`src/rtl/traffic_phase_ctrl.sv`:
```
// traffic_phase_ctrl: actuated N-phase signal controller.
// Round-robin service with demand skipping and rest in green, latched pedestrian
// calls, preemption to a selectable phase, and a fault latch that forces flashing red.
module traffic_phase_ctrl #(
   parameter int NUM_PHASES  = 4,
   parameter int TW          = 6,
   parameter int MIN_GREEN   = 3,
   parameter int MAX_GREEN   = 8,
   parameter int GAPOUT_TIME = 2,
   parameter int YELLOW_TIME = 2,
   parameter int ALLRED_TIME = 1,
   parameter int PED_TIME    = 4,
   parameter int PW          = $clog2(NUM_PHASES)  // derived, leave at default
) (
   input  logic                  clk,
   input  logic                  rst_n,
   input  logic                  tick_1hz,
   input  logic                  tick_2hz,
   input  logic [NUM_PHASES-1:0] veh_sensor,
   input  logic [NUM_PHASES-1:0] ped_req,
   input  logic                  preempt_req,
   input  logic [PW-1:0]         preempt_phase,
   input  logic                  system_fault,
   output logic [NUM_PHASES-1:0] phase_green,
   output logic [NUM_PHASES-1:0] phase_yellow,
   output logic [NUM_PHASES-1:0] phase_red,
   output logic [NUM_PHASES-1:0] ped_walk,
   output logic [PW-1:0]         active_phase,
   output logic                  preempt_active,
   output logic                  fault_latched
);

   typedef enum logic [2:0] {
      ST_STARTUP, ST_GREEN, ST_YELLOW, ST_ALL_RED, ST_PRE_GREEN, ST_BLINK
   } state_t;

   state_t                  state_q, state_d;
   logic [PW-1:0]           p_q, p_d, tgt_q, tgt_d, tgt_in, rr;
   logic [TW-1:0]           timer_q, timer_d, gap_q, gap_d;
   logic [NUM_PHASES-1:0]   ped_call_q, ped_call_d, dem, p_oh, p_oh_d;
   logic                    walk_q, walk_d, pend_q, pend_d, req_q, blink_q, blink_d;
   logic                    rise, pend_eff, conflict, found, chg, gap_out, max_out;
   int                      idx;

   // Next-state decision plus next values of every timer, latch and call.
   always_comb begin
      state_d    = state_q;
      p_d        = p_q;
      rise       = preempt_req & ~req_q;
      tgt_in     = (int'(preempt_phase) >= NUM_PHASES) ? '0 : preempt_phase;
      tgt_d      = rise ? tgt_in : tgt_q;
      pend_eff   = pend_q | rise;
      dem        = veh_sensor | ped_call_q;
      p_oh       = '0;
      p_oh[p_q]  = 1'b1;
      conflict   = |(dem & ~p_oh);
      gap_out    = (timer_q >= TW'(MIN_GREEN-1)) && (gap_q >= TW'(GAPOUT_TIME)) && !walk_q;
      max_out    = (timer_q == TW'(MAX_GREEN-1));

      // Round-robin search starting after the current phase; default p+1.
      idx = int'(p_q) + 1;
      if (idx >= NUM_PHASES) idx = idx - NUM_PHASES;
      rr    = PW'(idx);
      found = 1'b0;
      for (int i = 1; i < NUM_PHASES; i++) begin
         idx = int'(p_q) + i;
         if (idx >= NUM_PHASES) idx = idx - NUM_PHASES;
         if (!found && dem[PW'(idx)]) begin
            rr    = PW'(idx);
            found = 1'b1;
         end
      end

      if (system_fault || fault_latched) begin
         state_d = ST_BLINK;
      end else begin
         unique case (state_q)
            ST_STARTUP:
               if (tick_1hz && timer_q == TW'(ALLRED_TIME-1)) begin
                  state_d = ST_GREEN;
                  p_d     = '0;
               end
            ST_GREEN:
               if (pend_eff)
                  state_d = (p_q == tgt_d) ? ST_PRE_GREEN : ST_YELLOW;
               else if (tick_1hz && conflict && (gap_out || max_out))
                  state_d = ST_YELLOW;
            ST_YELLOW:
               if (tick_1hz && timer_q == TW'(YELLOW_TIME-1)) state_d = ST_ALL_RED;
            ST_ALL_RED:
               if (tick_1hz && timer_q == TW'(ALLRED_TIME-1)) begin
                  if (pend_eff) begin
                     state_d = ST_PRE_GREEN;
                     p_d     = tgt_d;
                  end else begin
                     state_d = ST_GREEN;
                     p_d     = rr;
                  end
               end
            ST_PRE_GREEN:
               if (!preempt_req) state_d = ST_YELLOW;
            default: state_d = ST_BLINK;
         endcase
      end

      chg = (state_d != state_q);

      timer_d = chg ? '0 : (tick_1hz && timer_q != '1) ? timer_q + 1'b1 : timer_q;

      gap_d = gap_q;
      if (chg)                        gap_d = '0;
      else if (state_q == ST_GREEN) begin
         if (veh_sensor[p_q])          gap_d = '0;
         else if (tick_1hz && gap_q != '1) gap_d = gap_q + 1'b1;
      end

      // Walk only lives inside GREEN; leaving GREEN for any reason drops it.
      ped_call_d = ped_call_q | ped_req;
      walk_d     = walk_q;
      if (state_d != ST_GREEN) begin
         walk_d = 1'b0;
      end else if (chg) begin
         walk_d = ped_call_q[p_d];
         if (ped_call_q[p_d]) ped_call_d[p_d] = 1'b0;
      end else if (tick_1hz && timer_q == TW'(PED_TIME-1)) begin
         walk_d = 1'b0;
      end

      pend_d      = (chg && state_d == ST_PRE_GREEN) ? 1'b0 : pend_eff;
      blink_d     = blink_q ^ tick_2hz;
      p_oh_d      = '0;
      p_oh_d[p_d] = 1'b1;
   end

   // Controller state, timers, calls and latches.
   always_ff @(posedge clk or negedge rst_n) begin
      if (!rst_n) begin
         state_q <= ST_STARTUP; p_q <= '0; tgt_q <= '0; timer_q <= '0; gap_q <= '0;
         ped_call_q <= '0; walk_q <= 1'b0; pend_q <= 1'b0; req_q <= 1'b0;
         blink_q <= 1'b0; fault_latched <= 1'b0;
      end else begin
         state_q <= state_d; p_q <= p_d; tgt_q <= tgt_d; timer_q <= timer_d; gap_q <= gap_d;
         ped_call_q <= ped_call_d; walk_q <= walk_d; pend_q <= pend_d; req_q <= preempt_req;
         blink_q <= blink_d; fault_latched <= fault_latched | system_fault;
      end
   end

   // Registered signal-head decode of the next state.
   always_ff @(posedge clk or negedge rst_n) begin
      if (!rst_n) begin
         phase_green <= '0; phase_yellow <= '0; phase_red <= '1; ped_walk <= '0;
         active_phase <= '0; preempt_active <= 1'b0;
      end else begin
         phase_green    <= (state_d == ST_GREEN || state_d == ST_PRE_GREEN) ? p_oh_d : '0;
         phase_yellow   <= (state_d == ST_YELLOW) ? p_oh_d : '0;
         ped_walk       <= walk_d ? p_oh_d : '0;
         active_phase   <= p_d;
         preempt_active <= (state_d == ST_PRE_GREEN);
         unique case (state_d)
            ST_GREEN, ST_PRE_GREEN, ST_YELLOW: phase_red <= ~p_oh_d;
            ST_BLINK:                          phase_red <= {NUM_PHASES{blink_d}};
            default:                           phase_red <= '1;
         endcase
      end
   end

endmodule

```
`config.mk`:
```
export PLATFORM = sky130hd
export DESIGN_NAME = traffic_phase_ctrl
export DESIGN_NICKNAME = d
export VERILOG_FILES = /design/src/rtl/traffic_phase_ctrl.sv
export SDC_FILE = /design/constraint.sdc
export NUM_CORES = 1
export LEC_CHECK = 0
export BUFFER_PORTS_ARGS = -buffer_cell sky130_fd_sc_hd__buf_2
export CAP_MARGIN = 20
export CORE_ASPECT_RATIO = 0.8
export CORE_MARGIN = 3
export CORE_UTILIZATION = 55
export DETAILED_ROUTE_END_ITERATION = 8
export PLACE_DENSITY_LB_ADDON = 0.25
export SLEW_MARGIN = 20
export SYNTH_ARGS = -nofsm -noshare
export SYNTH_HDL_FRONTEND = slang
export SYNTH_SLANG_ARGS = --single-unit
```
`constraint.sdc`:
```
create_clock -name clk -period 3.77 [get_ports clk]
set_input_delay 0.1885 -clock clk [delete_from_list [all_inputs] [get_ports clk]]
set_output_delay 0.1885 -clock clk [all_outputs]
set_load 0.01 [all_outputs]
```
==> results of run 1 <==
==> synthesized netlist by cell type (6+ instances only) <==
cell type,instances
ha_1,10
nor2_1,42
o21ai_0,10
and3_1,6
xor2_1,6
a21oi_1,14
dfrtp_1,41
nand2_1,21
inv_1,11
nor3_1,6
==> report_power, final <==
part	switching, mW	internal [mW]
combinational	0.149	0.104
clock	0.180	0.134
sequential	0.0604	0.560
==> layer usage <==
metal,vias up,share of wire,track usage
met5,-,0,0
met4,0,0.014,0.07959
met3,10,0.087,0.04634
met2,100,0.42,0.3390
met1,1051,0.48,0.3377
li1,1065,-,-
==> worst min-delay path by stage <==
stage	slack (ps)	endpoint	cells past startpoint
finish	30	timer_q[3]	1
global route	50	req_q	1
CTS	60	req_q	1
detailed placement	380	req_q	1
global placement	380	req_q	1
floorplan	-110	active_phase[0]	0
==> placed cells by master (no fill, tap or decap), types with 3 or more instances in the layout <==
cell type and n:
a21o_1 4, a21oi_1 14, a31oi_1 5, and3_1 6, buf_2 35, clkbuf_8 5
dfrtp_1 41, dfstp_2 4, ha_1 10, inv_1 11, mux2i_1 5, mux4_2 3
nand2_1 21, nand2b_1 3, nand3_1 5, nand3b_1 4, nor2_1 42, nor2b_1 3
nor3_1 6, o2111ai_1 3, o21a_1 3, o21ai_0 10, or2_1 4, or2_2 3
xnor2_1 4, xor2_1 6
==> state kept, by name (all words and copies together) (netlist names) <==
register and flops:
pend_q 1, blink_q 1, req_q 1, fault_latched 1, ped_walk 4, phase_red 4
tgt_q 2, walk_q 1, preempt_active 1, timer_q 6, phase_green 4, gap_q 6
ped_call_q 4, active_phase 2, state_q 3, phase_yellow 4
==> final cells by class <==
class | instances | area [sq um] | share of cell area
clock buffers | 5 | 68.82 | 0.02335
clock inverters | 3 | 25.02 | 0.008493
inverters | 13 | 51.30 | 0.01741
multi-input cells | 207 | 1409 | 0.4781
flip-flops and latches | 45 | 1131 | 0.3839
well taps | 57 | 71.32 | 0.02420
repair buffers | 37 | 190.2 | 0.06454
==> logic make-up (layout without fill, tap and decap cells) <==
group,Yosys count,after routing,share of synthesized area
compound gates,71,71,0.2115
xor+xnor,10,10,0.03349
fa+ha+maj,10,10,0.04785
buf+inv,19,58,0.02870
flops,45,45,0.4325
mux,9,9,0.05071
simple gates,107,107,0.1952
==> run_results.csv, run 1 <==
group,metric,value,unit
setup_path,reg2reg_from,"active_phase[0]",
synth,syn_nets,297,
timing,final.min_clock_period,3083,ps
synth,synth-edff-count,0,
floorplanning,die_w,83.09,um
clock_tree,postCtsSetupBuffers,0,
placement,dp_hpwl,4545,um
floorplanning,rows,21,
setup_path,cp-startpoint,"active_phase[0]",
power,p_per_area,403.1,nW/um^2
placement,portBuffers,35,
setup_path,endpoint_kind,"register",
synth,syn-cell-area,2615,sq um
finish,final_util,0.6715,
floorplanning,initial_core_util,0.5960,
timing,fmax,324.4,MHz
placement,dp_cells,359,
synth,synth_cells,271,
clock_tree,htree_num_levels,2,
global_routing,grt.total_usage,0.2297,
synth,synth-seq-cells,45,
finish,syn2layout_area_growth,12.68,%
setup_path,cp.depth,8,
timing,finalHoldViolCount,0,
drt,viasPerCell,6.065,
setup_path,path_cells,"inv_1 -> ha_1 -> o22ai_1 -> o21ai_0 -> o31ai_1 -> a221o_1 -> a21oi_1 -> a2111oi_1",
drt,finalWirelength,6081,um
global_routing,antenna_found_initial,0,
synth,ys_types,57,
timing,layout_setup_ws,687.2,ps
global_routing,grt_max_degree,46,
timing,worst_pin_slew,966.6,ps
setup_path,cp-endpoint,"ped_walk[1]",
setup_path,cpPeakStageDelay,610,ps
clock_tree,hold_buffers,0,
drt,detail-route-antenna-nets,0,
floorplanning,die_area,5623,sq um
finish,fillers,352,
setup_path,required,3930,ps
setup_path,r2r_cells,8,
finish,final_area,2947,sq um
synth,ys_top_cells_by_area,"dfrtp_1 39%, nor2_1 6.0%, ha_1 4.8%, dfstp_2 4.0%, nand2_1 3.0%",
synth,yosysTopAreaCell,"dfrtp_1",
timing,max_slew_margin,0.3556,
synth,yosys.area.top_type_share,0.3923,
timing,finClkSkew,6.089,ps
clock_tree,clkSlewWorstSetupHoldPaths,90,ps
setup_path,cp_slowest_cell,"o31ai_1",
run,drv_cap,0,
floorplanning,coreArea,4388,sq um
clock_tree,cts_sinks,45,
clock_tree,cts_buffer_depth,2,
placement,pre_cts_ws,762.3,ps
finish,nets,335,
setup_path,crit_path_start_kind,"register",
timing,setup_tns,0,ps
synth,ys_warn_count,0,
placement,postPlaceCellArea,2853,sq um
setup_path,crit_path_max_fanout,10,
synth,ys_seq_area_frac,0.4325,
power,power,1.188,mW
finish,n_antenna_cell,0,
finish,drive_gt1_frac,0.2032,
setup_path,rrSetupSlack,690,ps
finish,fin_cells,367,
setup_path,crit_family,"compound AO/OA/AOI/OAI gates",
synth,ys_async_sr_fraction,1.000,
status,status,"complete, no violations",
timing,period_share,0.8177,
setup_path,path_class,"register to register",
global_routing,grt_overflow_total,0,
timing,setup_viol,0,
clock_tree,clockRootBuffer,"clkbuf_8",
setup_path,r2r-end,"ped_walk[1]",
timing,rsz0062_at_grt,"false",
timing,slew_violations,0,
drt,drt_iter0_drc,283,
power,cellLeakagePower,1.307,nW
floorplanning,io_pins,36,
power,ir_worst_vdd,0.0001958,V
global_routing,grt_pass1_wl,10140,um
timing,whs,30.38,ps
clock_tree,clk_latency,300,ps
synth,synth_area_per_cell,9.649,sq um
drt,drtPass1Iterations,4,
floorplanning,die_y,67.68,um
clock_tree,cts_made_buffers,5,
setup_path,worst-path-buf-inv,1,
drt,drc,0,
synth,yosys_most_used_dff,"dfrtp_1",
drt,vias,2226,
clock_tree,cts_tree,"done",
hold_path,min_path_type,"input pin to asynchronous set/reset pin",
clock_tree,cts-resized-gates,0,
placement,gp_congestion,0.9915,
drt,wl_per_cell,16.57,um
global_routing,grt_pass1_vias,2027,
setup_path,arrival,3250,ps
(Power assumes the default switching activity.)
==> run 2: changes to the inputs <==
Settings changed: CORE_UTILIZATION 55 to 52.
Clock period 3.77 ns to 2.5 ns, I/O delays scaled along.
==> run_results.csv, run 2 (synthesis gave the netlist of run 1 again) <==
group,metric,value,unit
clock_tree,cts_buffer_depth,2,
drt,detail-route-antenna-nets,0,
finish,n_antenna_cell,0,
timing,rsz0062_at_grt,"true",
timing,finClkSkew,6.737,ps
setup_path,endpoint_kind,"register",
setup_path,required,2750,ps
setup_path,arrival,2840,ps
global_routing,grtUsageMet3,0.04513,
clock_tree,cts_sinks,45,
global_routing,grt_use_met2,0.3690,
run,drv_cap,0,
clock_tree,clkSlewWorstSetupHoldPaths,90,ps
timing,whs,23.05,ps
setup_path,rrSetupSlack,-90,ps
clock_tree,cts_tree,"done",
floorplanning,initial_core_util,0.5556,
timing,slew_violations,0,
finish,drive_gt1_frac,0.4255,
timing,worst_pin_slew,736.9,ps
floorplanning,rows,22,
global_routing,grt_use_met1,0.3792,
status,violations,"negative setup slack",
status,status,"complete, but fails checks",
global_routing,grt_pass1_wl,11840,um
timing,final.min_clock_period,2589,ps
floorplanning,coreArea,4707,sq um
timing,setup_tns,-277.3,ps
timing,setup_viol,5,
hold_path,min_to,"blink_q",
timing,fmax,386.3,MHz
setup_path,worst-path-buf-inv,2,
placement,gp_congestion,0.9621,
drt,vias,2593,
floorplanning,die_w,85.29,um
global_routing,grt.total_usage,0.2514,
clock_tree,clk_latency,300,ps
finish,final_common_cell,"buf_4",
timing,finalHoldViolCount,0,
setup_path,path_cells,"or2_1 -> mux4_2 -> a2111oi_4 -> a211oi_2 -> o22ai_4 -> inv_4 -> buf_4 -> o2111ai_1 -> o2111a_1",
drt,drtPass1Iterations,5,
timing,period_share,1.035,
timing,layout_setup_ws,-88.59,ps
setup_path,cp_slowest_cell,"mux4_2",
power,p_per_area,566.8,nW/um^2
floorplanning,die_y,69.43,um
clock_tree,htree_num_levels,2,
drt,wl_per_cell,17.90,um
placement,portBuffers,35,
global_routing,grt_max_degree,33,
global_routing,antenna_found_initial,0,
floorplanning,io_pins,36,
setup_path,reg2reg_from,"ped_call_q[2]",
setup_path,path_class,"register to register",
timing,max_slew_margin,0.5087,
hold_path,hold_start,"tick_2hz",
clock_tree,clockRootBuffer,"clkbuf_8",
placement,dp_hpwl,5037,um
global_routing,top_usage_layer,"met1",
drt,finalWirelength,7677,um
global_routing,grt_overflow_total,0,
global_routing,grt_pass1_vias,2392,
drt,drt_iter0_drc,235,
power,cellLeakagePower,1.633,nW
floorplanning,die_area,5921,sq um
setup_path,crit_family,"compound AO/OA/AOI/OAI gates",
setup_path,crit_path_start_kind,"register",
finish,nets,394,
clock_tree,cts_made_buffers,5,
finish,top_regs,"gap_q x6, timer_q x6",
setup_path,r2r-end,"walk_q",
hold_path,min_path_type,"input pin to register",
finish,mostFrequentLayoutCells,"54 x buf_4, 40 x dfrtp_1, 38 x nor2_1, 35 x buf_2, 18 x nand2_1",
setup_path,crit_path_max_fanout,4,
finish,final_util,0.7799,
setup_path,r2r_cells,9,
setup_path,cpPeakStageDelay,510,ps
drt,viasPerCell,6.044,
power,ir_worst_vdd,0.0004425,V
hold_path,hold_depth,2,
drt,drc,0,
finish,syn2layout_area_growth,40.38,%
==> run 2: cell types whose count changed in the layout (fill, tap and decap cells not counted), sizes merged <==
cell / before / now
dlygate4sd3: 0 / 2
buf: 37 / 92
clkinv: 2 / 0
clkinvlp: 1 / 3
bufinv: 0 / 1
clkbuf: 5 / 6
a221o: 2 / 3
inv: 13 / 12
==> run 2: layout make-up <==
class | count | area (sq um)
sequential | 45 | 1132
multi-input combinational | 208 | 1633
timing repair inverter | 1 | 7.507
tap | 60 | 75.07
inverter | 13 | 60.06
fill | 303 | 1036
clock inverter | 2 | 37.54
clock buffer | 6 | 82.58
timing repair buffer | 94 | 643.1
==> run 2: per-stage QoR <==
stage               area [sq um]  std cells  setup slack [ps]  total power, mW
finish                      3671        429            -88.59            2.081
global route                3671        429            -201.0            2.192
CTS                         3448        422            -78.98            2.020
detailed placement          3211        405            -99.44            1.438
global placement            3211        405            -67.15            1.419
floorplan                   2644        271            -180.0            1.201
==> run 2: worst max-delay path by stage <==
stage | start | to | slack, ps | cells past startpoint
floorplan | active_phase[1] | walk_q | -180 | 10
global placement | active_phase[0] | ped_walk[2] | -70 | 10
detailed placement | timer_q[3] | ped_walk[3] | -100 | 9
CTS | ped_call_q[2] | ped_walk[3] | -80 | 8
global route | ped_call_q[2] | ped_walk[2] | -200 | 8
finish | ped_call_q[2] | walk_q | -90 | 9
==> run 2: power breakdown <==
part	leakage, nW	switching (mW)	internal [mW]
combinational	1.03	0.333	0.275
clock	0.0574	0.252	0.325
sequential	0.550	0.0511	0.845
total	1.63	0.636	1.44
==> run 2: per-layer routing <==
metal | vias to the layer above | share of wire
li1 | 1186 | -
met1 | 1259 | 0.44
met2 | 118 | 0.46
met3 | 30 | 0.069
met4 | 0 | 0.024
met5 | - | 0
==> run 2: worst reg2reg max path, stage by stage, from the launching register on <==
cell	delay [ps]
dfrtp_1	420
or2_1	230
mux4_2	510
a2111oi_4	340
a211oi_2	110
o22ai_4	260
inv_4	80
buf_4	160
o2111ai_1	210
o2111a_1	220
==> run 2: timing repair <==
| item | CTS | global route |
|---|---|---|
| cloned | 1 | 1 |
| resized for setup | 10 | 39 |
| endpoints found under the setup margin | 20 | 28 |
| hold buffers | 2 | 0 |
| setup buffers | 6 | 8 |
| hold endpoints to repair | 28 | 0 |
| pin swaps | 5 | 8 |
